===== config.mk =====
export PLATFORM = sky130hd
export DESIGN_NAME = sc_node_arbiter
export DESIGN_NICKNAME = d
export VERILOG_FILES = /design/src/rtl/sc_arb_pkg.sv /design/src/rtl/sc_rr_pick.sv /design/src/rtl/sc_node_arbiter.sv
export SDC_FILE = /design/constraint.sdc
export NUM_CORES = 1
export LEC_CHECK = 0
export CAP_MARGIN = 15
export CORE_AREA = 2 2 349 351
export DETAILED_ROUTE_END_ITERATION = 7
export DIE_AREA = 0 0 351 353
export PLACE_DENSITY = 0.3
export SLEW_MARGIN = 25
export SYNTH_ARGS = -nofsm -noshare
export SYNTH_HDL_FRONTEND = slang
export SYNTH_SLANG_ARGS = --single-unit

===== constraint.sdc =====
create_clock -name sc_aclk -period 2.95 [get_ports sc_aclk]
set_input_delay 0.7375 -clock sc_aclk [delete_from_list [all_inputs] [get_ports sc_aclk]]
set_output_delay 0.7375 -clock sc_aclk [all_outputs]
set_load 0.02 [all_outputs]

===== src/rtl/sc_arb_pkg.sv =====
// Shared types and helpers for the source-channel node arbiter.
// Latency: n/a (types, constants and an elaboration-time function only).
// Backpressure: n/a.
package sc_arb_pkg;

    // Arbiter FSM: IDLE waits for a request; LOCKED forwards one packet from the owner.
    typedef enum logic {
        ST_IDLE   = 1'b0,
        ST_LOCKED = 1'b1
    } arb_state_e;

    // Bit position of the last-beat flag inside a channel's info field.
    localparam int LAST_BIT = 0;

    // Width of an index into n sources; never less than one bit.
    function automatic int idx_w(input int n);
        return (n <= 2) ? 1 : $clog2(n);
    endfunction

endpackage


===== src/rtl/sc_rr_pick.sv =====
// Round-robin picker: first requesting index at or after ptr, wrapping N-1 -> 0.
// Latency: purely combinational.
// Backpressure: none; valid simply reports that some request is present.
// Ports: req[N] request vector, ptr start index -> winner index, valid.
module sc_rr_pick
    import sc_arb_pkg::*;
#(
    parameter int N     = 4,
    parameter int IDX_W = idx_w(N)
) (
    input  logic [N-1:0]     req,
    input  logic [IDX_W-1:0] ptr,
    output logic [IDX_W-1:0] winner,
    output logic             valid
);

    always_comb begin
        int idx;
        idx    = 0;
        winner = '0;
        valid  = 1'b0;
        // Walk offsets from farthest to nearest so the nearest requester is the
        // last assignment and therefore wins.
        for (int k = N - 1; k >= 0; k--) begin
            idx = int'(ptr) + k;
            if (idx >= N) begin
                idx = idx - N;
            end
            if (req[idx]) begin
                winner = IDX_W'(idx);
                valid  = 1'b1;
            end
        end
    end

endmodule


===== src/rtl/sc_node_arbiter.sv =====
// Packet arbiter: NUM_SRC source channels onto one destination, round-robin, packet-locked.
// Latency: 1 cycle request->grant; data path combinational (+1 cycle with SC_NODE_ARBITER_OUTREG_EN).
// Backpressure: only the owner sees recv; it follows m_sc_recv (or skid-buffer not-full with the macro).
// Ports: sc_aclk/sc_aresetn; s_sc_req/send/info/payld in, s_sc_recv out per source;
//        m_sc_req/send/info/payld out, m_sc_recv in; grant_id/busy status.
// Config: define SC_NODE_ARBITER_OUTREG_EN to register the destination side through a 2-entry skid buffer.
module sc_node_arbiter
    import sc_arb_pkg::*;
#(
    parameter int NUM_SRC = 4,
    parameter int PAYLD_W = 174,
    parameter int INFO_W  = 1
) (
    input  logic                         sc_aclk,
    input  logic                         sc_aresetn,
    input  logic [NUM_SRC-1:0]           s_sc_req,
    input  logic [NUM_SRC-1:0]           s_sc_send,
    output logic [NUM_SRC-1:0]           s_sc_recv,
    input  logic [NUM_SRC*INFO_W-1:0]    s_sc_info,
    input  logic [NUM_SRC*PAYLD_W-1:0]   s_sc_payld,
    output logic                         m_sc_req,
    output logic                         m_sc_send,
    input  logic                         m_sc_recv,
    output logic [INFO_W-1:0]            m_sc_info,
    output logic [PAYLD_W-1:0]           m_sc_payld,
    output logic [idx_w(NUM_SRC)-1:0]    grant_id,
    output logic                         busy
);

    localparam int IDX_W = idx_w(NUM_SRC);

    arb_state_e       state_q, state_d;
    logic [IDX_W-1:0] grant_q, grant_d;
    logic [IDX_W-1:0] rr_ptr_q, rr_ptr_d;

    logic             pick_vld;
    logic [IDX_W-1:0] pick_idx;

    logic               locked;
    logic               src_send;
    logic               src_rdy;
    logic               last_xfer;
    logic [INFO_W-1:0]  src_info;
    logic [PAYLD_W-1:0] src_payld;

    sc_rr_pick #(
        .N     (NUM_SRC),
        .IDX_W (IDX_W)
    ) u_pick (
        .req    (s_sc_req),
        .ptr    (rr_ptr_q),
        .winner (pick_idx),
        .valid  (pick_vld)
    );

    assign locked    = (state_q == ST_LOCKED);
    assign src_send  = s_sc_send[grant_q];
    assign src_info  = s_sc_info[int'(grant_q)*INFO_W +: INFO_W];
    assign src_payld = s_sc_payld[int'(grant_q)*PAYLD_W +: PAYLD_W];
    assign s_sc_recv = locked ? (NUM_SRC'(src_rdy) << grant_q) : '0;
    // End of packet is judged where the owner's beat is accepted, so the next
    // grant can be taken on that same edge.
    assign last_xfer = locked & src_send & src_rdy & src_info[LAST_BIT];

    assign m_sc_req  = |s_sc_req;
    assign busy      = locked;
    assign grant_id  = grant_q;

    always_comb begin
        state_d  = state_q;
        grant_d  = grant_q;
        rr_ptr_d = rr_ptr_q;
        case (state_q)
            ST_IDLE: begin
                if (pick_vld) begin
                    state_d  = ST_LOCKED;
                    grant_d  = pick_idx;
                    rr_ptr_d = (pick_idx == IDX_W'(NUM_SRC - 1)) ? '0 : pick_idx + 1'b1;
                end
            end
            ST_LOCKED: begin
                // rr_ptr already sits one past the owner, so a re-request from
                // the owner is considered last.
                if (last_xfer) begin
                    if (pick_vld) begin
                        grant_d  = pick_idx;
                        rr_ptr_d = (pick_idx == IDX_W'(NUM_SRC - 1)) ? '0 : pick_idx + 1'b1;
                    end else begin
                        state_d = ST_IDLE;
                    end
                end
            end
            default: state_d = ST_IDLE;
        endcase
    end

    always_ff @(posedge sc_aclk or negedge sc_aresetn) begin
        if (!sc_aresetn) begin
            state_q  <= ST_IDLE;
            grant_q  <= '0;
            rr_ptr_q <= '0;
        end else begin
            state_q  <= state_d;
            grant_q  <= grant_d;
            rr_ptr_q <= rr_ptr_d;
        end
    end

`ifdef SC_NODE_ARBITER_OUTREG_EN
    // Two-entry skid buffer: the owner is throttled by registered occupancy only,
    // so two slots sustain one beat per cycle while m_sc_recv stays high.
    localparam int ENT_W = INFO_W + PAYLD_W;

    logic [1:0]            cnt_q, cnt_d;
    logic                  wr_ptr_q, wr_ptr_d;
    logic                  rd_ptr_q, rd_ptr_d;
    logic [1:0][ENT_W-1:0] mem_q, mem_d;
    logic                  push;
    logic                  pop;

    assign src_rdy = (cnt_q != 2'd2);
    assign push    = locked & src_send & src_rdy;
    assign pop     = (cnt_q != 2'd0) & m_sc_recv;

    always_comb begin
        mem_d = mem_q;
        if (push) begin
            mem_d[wr_ptr_q] = {src_info, src_payld};
        end
        wr_ptr_d = wr_ptr_q ^ push;
        rd_ptr_d = rd_ptr_q ^ pop;
        cnt_d    = cnt_q + {1'b0, push} - {1'b0, pop};
    end

    always_ff @(posedge sc_aclk or negedge sc_aresetn) begin
        if (!sc_aresetn) begin
            cnt_q    <= '0;
            wr_ptr_q <= 1'b0;
            rd_ptr_q <= 1'b0;
            mem_q    <= '0;
        end else begin
            cnt_q    <= cnt_d;
            wr_ptr_q <= wr_ptr_d;
            rd_ptr_q <= rd_ptr_d;
            mem_q    <= mem_d;
        end
    end

    // Buffered beats still drain after the FSM has returned to IDLE.
    assign m_sc_send               = (cnt_q != 2'd0);
    assign {m_sc_info, m_sc_payld} = (cnt_q != 2'd0) ? mem_q[rd_ptr_q] : '0;
`else
    assign src_rdy    = m_sc_recv;
    assign m_sc_send  = locked & src_send;
    assign m_sc_info  = locked ? src_info  : '0;
    assign m_sc_payld = locked ? src_payld : '0;
`endif

endmodule

==> Yosys cells after proc, flatten, opt, wreduce, memory -nomap -nowiden <==
Cells that the tools add are included.
{ "word_totals": {"word_cells": 70, "out_inout_bits": 184, "reg_bits": 5, "in_bits": 711} }
{ "classes": {"n_bitwise": 4, "n_reduce_logical": 1, "mul": 1, "n_lt_le_gt_ge": 9, "n_addsub": 8, "mux": 39, "shifts": 3, "eq_ne": 2} }
{ "op_table": {"columns": ["cell", "count"], "rows": [
  ["696-bit by 11-bit variable part select with 174-bit output", 1],
  ["174-bit two-way mux", 1],
  ["32-bit by 4-bit less-than comparator with 1-bit output (second input constant)", 4],
  ["32-bit two-way mux", 4],
  ["32-bit by 4-bit >= comparator with 1-bit output (second input constant)", 3],
  ["32-bit by 4-bit subtractor with 32-bit output (second input constant)", 3],
  ["2-bit two-way mux", 9],
  ["1-bit two-way mux", 16],
  ["1-bit binary-select mux with 2-bit select", 5],
  ["2-bit by 7-bit multiplier with 9-bit output (second input constant)", 1],
  ["2-bit case mux with 2 select lines", 2],
  ["2-bit by 2-bit adder with 3-bit output (second input constant)", 2],
  ["4-bit two-way mux", 1],
  ["4-bit OR reduction", 1],
  ["4-bit by 3-bit variable part select with 1-bit output", 1],
  ["1-bit by 2-bit left shift with 4-bit output", 1],
  ["2-bit by 3-bit subtractor with 4-bit output (second input constant)", 1],
  ["2-bit by 1-bit adder with 3-bit output (second input constant)", 1],
  ["1-bit AND", 3],
  ["2-bit by 3-bit >= comparator with 1-bit output (second input constant)", 1],
  ["2-bit by 3-bit less-than comparator with 1-bit output (second input constant)", 1],
  ["2-bit by 1-bit adder with 2-bit output (second input constant)", 1],
  ["2-bit equality test (second input constant)", 1],
  ["2-bit by 1-bit != test with 1-bit output (second input constant)", 1],
  ["other kinds (2)", 2]
]} }

==> Logic depth before layout (Yosys ltp) <==
Gate-level depths: netlist (run 1).
{ "depth": {"ltp_word": 15, "depth_mapped": 6, "depth_no_buf": 5} }

==> Cells and area by module <==
Synthesis (run 1) repeated with hierarchy kept, for this count alone.
{ "hier_totals": {"hier_cells": 464, "area_unflattened_um2": 5820.6} }
{ "modules_own_cells": {"columns": ["module", "cells_each", "area_each_um2", "n_inst"], "rows": [
  ["sc_node_arbiter", 451, 5743.0, 1],
  ["sc_rr_pick", 13, 77.6, 1]
]} }

==> Worst setup path after synthesis (run 1) <==
No wires, ideal clock.
{ "synth_path": {"kind": "reg2out", "from": "register grant_q[0] (netlist: grant_id[0])", "to": "output port m_sc_payld[146]", "t_arrival_ns": 1.780, "path_slack_ns": 0.433, "path_stages_with_launch": 6, "cell_sequence": "dfrtp_1 -> buf_4 -> buf_4 -> buf_4 -> mux4_2 -> and2_1"} }
{ "synth_between": {"elab_chain_len": 3} }
{ "synth_rtl": {"columns": ["element", "line", "rtl"], "rows": [
  ["start: declaration", "sc_node_arbiter.sv:33", "logic [IDX_W-1:0] grant_q, grant_d;"],
  ["start signal: assignment", "sc_node_arbiter.sv:104", "grant_q <= grant_d;"],
  ["2-bit by 7-bit multiplier with 9-bit output", "sc_node_arbiter.sv:59", "assign src_payld = s_sc_payld[int'(grant_q)*PAYLD_W +: PAYLD_W];"],
  ["696-bit by 11-bit variable part select with 174-bit output", "sc_node_arbiter.sv:59", null],
  ["174-bit two-way mux", "sc_node_arbiter.sv:156", "assign m_sc_payld = locked ? src_payld : '0;"],
  ["end: declaration", "sc_node_arbiter.sv:25", "output logic [PAYLD_W-1:0] m_sc_payld,"]
]} }
Every way passes these cells.

==> Worst setup path in the final report (run 1) <==
{ "layout_path": {"from": "input port s_sc_payld[456]", "to": "output port m_sc_payld[108]"} }
{ "layout_between": {"elab_chain_len": 2} }
{ "layout_rtl": {"columns": ["element", "line", "rtl"], "rows": [
  ["start: declaration", "sc_node_arbiter.sv:20", "input logic [NUM_SRC*PAYLD_W-1:0] s_sc_payld,"],
  ["696-bit by 11-bit variable part select with 174-bit output", "sc_node_arbiter.sv:59", null],
  ["174-bit two-way mux", "sc_node_arbiter.sv:156", null]
]} }
Every way passes these cells.

==> metrics, run 1 <==
maximum number of pins on one net before global-route repair=90; status=complete, no violations; overall global routing resource usage=12.2%; Main synth FF type=dfrtp_1; Port Buffers=around 890; layout cells sized above 1=roughly a quarter; drt first pass iters=4; CP arrival=roughly 2.2 ns; syn avg cell area=between 10 and 15 µm²; clock-pin slew on the worst setup and hold paths=roughly 0.03 ns; Root Buffer=clkbuf_16; number of synthesized flops with an enable pin=0; multi-input logic area=0.00528 mm²; Seq/Total Area, Yosys=between 2 and 2.5%; setup violators final=0; largest area contributor in the netlist=mux4_2; CORE AREA=~0.12 mm²; initial antenna violation count=88; H-tree depth=1; worst setup margin=about 0.0022 ns; wire length of the first global-routing pass=between 90 and 100 mm; antenna viol nets, final=0; number of max-cap violations=0; post-place setup slack=-0.453 ns; crit start category=input port; synth warn=0; Max Slew Vio Count=0; Hold Fails Final Rpt=0; # DRC=0; worst reg-to-reg setup slack=0.65 ns; Vias per Instance=roughly 3; GP Congestion=0.986; Synth top area share=around 70%; WL final=about 80 mm; Iter 0 DRT Violations=between 400 and 500; crit path time final=around 3 ns; worst reg-to-reg path cell count=8; P_leak=between 6 and 7 nW; std cell rows=around 130; CTS Sinks=5; Area Overhead vs Synth=200%; I/O pins=just under 900; crit path kind=input port to output pin; PwrDens=683 mW/mm²; #FFs+latches synth=5; crit end category=output pin; syn_nets=1161; GRT overflow=0; Clock Skews=roughly 0.00095 ns; DIE WIDTH=between 300 and 400 µm; final core occ=roughly 14%; class of the worst hold path=flip-flop to flip-flop; Syn Inst Count=between 400 and 500; Final period util=between 90% and 100%; Clock Tree Buf Depth=2; routed vias=8971; Placed Cells=between 2000 and 3000; total CTS buffers=3; Distinct cells, synth=27; Final Power=between 10 and 15 mW; CP Max Fanout=1; Tightest Pin Transition=~0.52 ns; TritonCTS clock tree=yes; Initial Util=between 4 and 5%; chip height=about 350 µm; Final Net Count=approximately 2100; fillers=13700; worst rel slew slack=64.7%; largest cells by area after synthesis=mux4_2, and2_1, dfrtp_1; f_max=about 0.34 GHz; CP Cell Sequence=clkdlybuf4s50_1 -> mux4_2 -> and2_1 -> clkdlybuf4s15_1; Hold Path Cell Cnt=1; Die ar.=between 0.1 and 0.15 mm²; Async S/R FF share, synth=100%; Finished Layout Cells=roughly 3000; RSZ-0062 raised after global routing=yes; Worst VDD drop=approximately 0.30 mV; Post-synth top cells=and2_1, mux4_2, clkbuf_1; routed len/inst=about 27 µm; worst skew pair latency=approximately 0.23 ns; DP HPWL=between 70 and 80 mm; cts hold-fix bufs=0; CP max-delay cell=mux4_2; delay of the slowest critical-path stage=roughly 0.51 ns; vias in the first global route=9616; Worst EP required=approximately 2.2 ns; area occupied by registers=~140 µm²; Mapped Area=between 0.005 and 0.006 mm²
## area by class of cell
type                            count  area share [%]
Clock buffer                        4           0.461
Sequential cell                     5           0.797
Tap cell                         1625            11.9
Antenna cell                       12           0.175
Timing Repair Buffer              969            55.8
Multi-Input combinational cell    382            30.8
Inverter                            4          0.0877
## per-stage QoR
step	instance area [µm²]	hold WS [ns]	TNS [ns]
6_report	17100	0.590	0
3_5_place_dp	17100	0.578	-32.61
2_1_floorplan	5700	0.442	0
3_3_place_gp	17100	0.559	-33.52
5_1_grt	17100	0.609	-0.0886
4_1_cts	17100	0.596	-0.154
## kinds of logic after synthesis
| logic type | Yosys count | share of synthesized area [%] |
|---|---|---|
| flip-flops | 5 | 2.19 |
| buffers and inverters | 63 | 5.46 |
| AND/OR/NAND/NOR | 190 | 20.6 |
| multiplexers | 182 | 70.6 |
| AO/OA/AOI/OAI | 9 | 1.05 |
| XOR/XNOR | 1 | 0.154 |
## metal layers
metal | GRT usage [%] | wire [µm] | part of all wire (%)
met4 | 0.283 | 686 | 0.86
met2 | 22.5 | 40600 | 51
met5 | 0 | 148 | 0.19
met1 | 14.8 | 31800 | 40
met3 | 3.06 | 6480 | 8.1
## state kept, by name (all words and copies together) (netlist names)
signal / flops
busy: 1
grant_id: 2
rr_ptr_q: 2
## cells in the final DEF, fill, tap and decap left out, drive strengths merged, types with 3 or more instances in the layout
master	instances
a21oi	3
and2	175
buf	102
clkbuf	31
clkdlybuf4s15	36
clkdlybuf4s50	657
dfrtp	5
diode	12
dlygate4sd2	141
dlymetal6s2s	6
inv	4
mux2	3
mux2i	4
mux4	175
nand2	3
nand2b	3
nor2	3
## what timing repair did
action | CTS | global route
setup buffers | 8 | 4
cloned | 3 | 2
endpoints found under the hold margin | 0 | 0
endpoints found under the setup margin | 171 | 71
resized for setup | 305 | 96
## worst max-delay path, delay by kind of cell
family	cells	cell delay (ns)
mux	1	0.51
simple gates	1	0.17
buf+inv	2	0.79
## power by group
group,switching [mW],internal (mW)
clock network,0.0465,0.179
registers,0.0523,0.108
logic,5.38,5.93
## path summary, 6_finish.rpt
path	endpoint	startpoint
max	m_sc_payld[108]	s_sc_payld[456]
min	rr_ptr_q[0]	rr_ptr_q[0]
max reg2reg	rr_ptr_q[1]	grant_id[0]
min reg2reg	rr_ptr_q[0]	rr_ptr_q[0]
max in group asynchronous	busy	sc_aresetn
min in group asynchronous	rr_ptr_q[1]	sc_aresetn
(Power assumes the default switching activity.)
==> inputs of run 2 (changes only) <==
--- a/config.mk
+++ b/config.mk
@@ -5,10 +5,12 @@
 export SDC_FILE = /design/constraint.sdc
 export NUM_CORES = 1
 export LEC_CHECK = 0
+export ABC_AREA = 1
 export CAP_MARGIN = 15
-export CORE_AREA = 2 2 349 351
+export CORE_AREA = 2 2 348 350
 export DETAILED_ROUTE_END_ITERATION = 7
-export DIE_AREA = 0 0 351 353
+export DIE_AREA = 0 0 350 352
+export HOLD_SLACK_MARGIN = 0.12
 export PLACE_DENSITY = 0.3
 export SLEW_MARGIN = 25
 export SYNTH_ARGS = -nofsm -noshare
==> metrics, run 2 <==
vias in the first global route=between 10000 and 15000; most common cell in the netlist=nor2_1; CP Cell Sequence=clkdlybuf4s50_1 -> nor2_1 -> nor2_1 -> o21ai_2 -> buf_4 -> a21oi_1 -> dlygate4sd2_1; Port Buffers=slightly below 900; DIE WIDTH=~350 µm; Root Buffer=clkbuf_16; # DRC=0; Tightest Pin Transition=0.629 ns; DP HPWL=about 80 mm; status=complete, no violations; #FFs+latches synth=5; cts hold-fix bufs=0; Critical path buffers and inverters=3; crit end category=output pin; CP Max Fanout=1; synth warn=0; WL final=90.9 mm; overall global routing resource usage=between 10 and 15%; Die ar.=about 0.12 mm²; CORE AREA=roughly 0.12 mm²; Crit path top cell by count=nor2_1; crit path time final=2.91 ns; RSZ-0062 raised after global routing=yes; compound-gate portion of the synthesized area=a little over two fifths; Final Net Count=slightly below 3000; Synth Area in Simple Gates=between 40 and 50%; Placed Cells=between 3000 and 4000; Final period util=between 90% and 100%; CTS Sinks=5; crit path kind=input port to output pin; wire length of the first global-routing pass=roughly 120 mm; CP max-delay cell=clkdlybuf4s50_1; Area Overhead vs Synth=208%; Syn Inst Count=around 1300; worst rel slew slack=approximately 58%; Main synth FF type=dfrtp_1; initial antenna violation count=32; syn_nets=around 2000; main combinational cell family by area after synthesis=simple AND/OR/NAND/NOR gates; f_max=between 0.3 and 0.4 GHz; setup violators final=0; routed len/inst=23.8 µm; syn avg cell area=around 4.7 µm²; commonest cells after routing, fill and taps aside=clkdlybuf4s50_1, nor2_1, o21ai_0; mux cell area share after synthesis=0%; TritonCTS clock tree=yes; Seq/Total Area, Yosys=2.12%; GP Congestion=0.821; CP top delay family=buffers and inverters; Mapped Area=~0.0059 mm²; Hold Slack=around 0.65 ns; Clock Tree Buf Depth=2; routed vias=12800; clock-pin slew on the worst setup and hold paths=~0.03 ns; std cell rows=127; I/O pins=895; P_leak=around 7 nW; Max Slew Vio Count=0; Async S/R FF share, synth=100%; Final Power=between 10 and 15 mW; layout cells sized above 1=between 10% and 20%; Worst VDD drop=0.297 mV; largest cells by area after synthesis=nor2_1, o21ai_0, o32ai_1; delay of the slowest critical-path stage=~0.47 ns; number of max-cap violations=0; Finished Layout Cells=roughly 3800; GRT overflow=0; xor/xnor share of the synthesized area=0%; worst skew pair latency=roughly 0.23 ns; number of synthesized flops with an enable pin=0; Synth top area share=38.5%; CP arrival=between 2 and 2.5 ns; drt first pass iters=5; H-tree depth=1; Worst EP required=roughly 2.2 ns; class of the worst hold path=flip-flop to flip-flop; Hold Fails Final Rpt=0; Initial Util=under 10%; Iter 0 DRT Violations=550; largest area contributor in the netlist=nor2_1; commonest non-fill, non-tap cell in the layout=clkdlybuf4s50_1; Post-synth top cells=nor2_1, o21ai_0, o32ai_1; Clock Skews=between 0.0002 and 0.00025 ns; chip height=352 µm; Vias per Instance=about 3.4; total CTS buffers=3; maximum number of pins on one net before global-route repair=a little under 80; Synth Area in Adders=0%; Distinct cells, synth=24; crit start category=input port; PwrDens=between 800 and 900 mW/mm²; antenna viol nets, final=0
-- run 2: per-stage QoR --
stage	setup TNS, ns	area [µm²]	worst slack [ns]	util [%]
CTS	-0.409	18200	-0.164	15.3
floorplan	0	5900	0.493	-
detailed placement	-14.47	18100	-0.533	15.1
global route	-0.00473	18200	-0.00427	15.2
global placement	-14.95	18100	-0.787	15.1
finish	0	18200	0.0365	15.2
-- run 2: power by group --
| group | total (mW) | leakage, nW | internal [mW] | switching, mW |
|---|---|---|---|---|
| sequential | 0.154 | 0.0547 | 0.102 | 0.0521 |
| clock | 0.223 | 0.0382 | 0.179 | 0.0436 |
| combinational | 14.4 | 6.86 | 6.08 | 8.29 |
| total | 14.7 | 6.95 | 6.36 | 8.39 |
-- run 2: cell type report --
class | count | area [µm²]
fillers | 14000 | 101000
repair buffers | 1072 | 10600
multi-input cells | 1104 | 5270
well taps | 1612 | 2020
flip-flops and latches | 5 | 133
inverters | 18 | 83.8
clock buffers | 4 | 78.8
diodes | 1 | 2.50
-- run 2: worst paths after layout --
check,start,to,slack (ns),depth (start not counted)
max in group asynchronous,sc_aresetn,grant_id[0],1.98,1
min in group asynchronous,sc_aresetn,busy,0.74,1
worst max-delay path,s_sc_payld[506],m_sc_payld[158],0.04,7
worst min-delay path,rr_ptr_q[1],rr_ptr_q[1],0.65,2
worst max register to register,grant_id[0],rr_ptr_q[0],0.63,11
worst min register to register,rr_ptr_q[1],rr_ptr_q[1],0.65,2
-- run 2: cell families after synthesis --
group           Yosys count
compound gates          432
buf+inv                 143
flops                     5
simple gates            672
-- run 2: tightest hold or removal path, cell delays in order (launching register included) --
cell and delay (ns):
dfrtp_1 0.46, nand2_1 0.08, nand3_1 0.07
-- run 2: repair_timing --
item,CTS,global route
resized for setup,251,97
endpoints found under the setup margin,152,63
cloned,3,0
buffers inserted,6,0
pin swaps,4,1
-- run 2: routing by layer --
layer	routed length [µm]	track usage (%)	share of wire, %	up-vias
li1	-	-	-	6174
met1	40200	18.0	44	6030
met2	44800	25.1	49	524
met3	5420	2.63	6.0	60
met4	453	0.414	0.50	10
met5	77	0	0.085	-
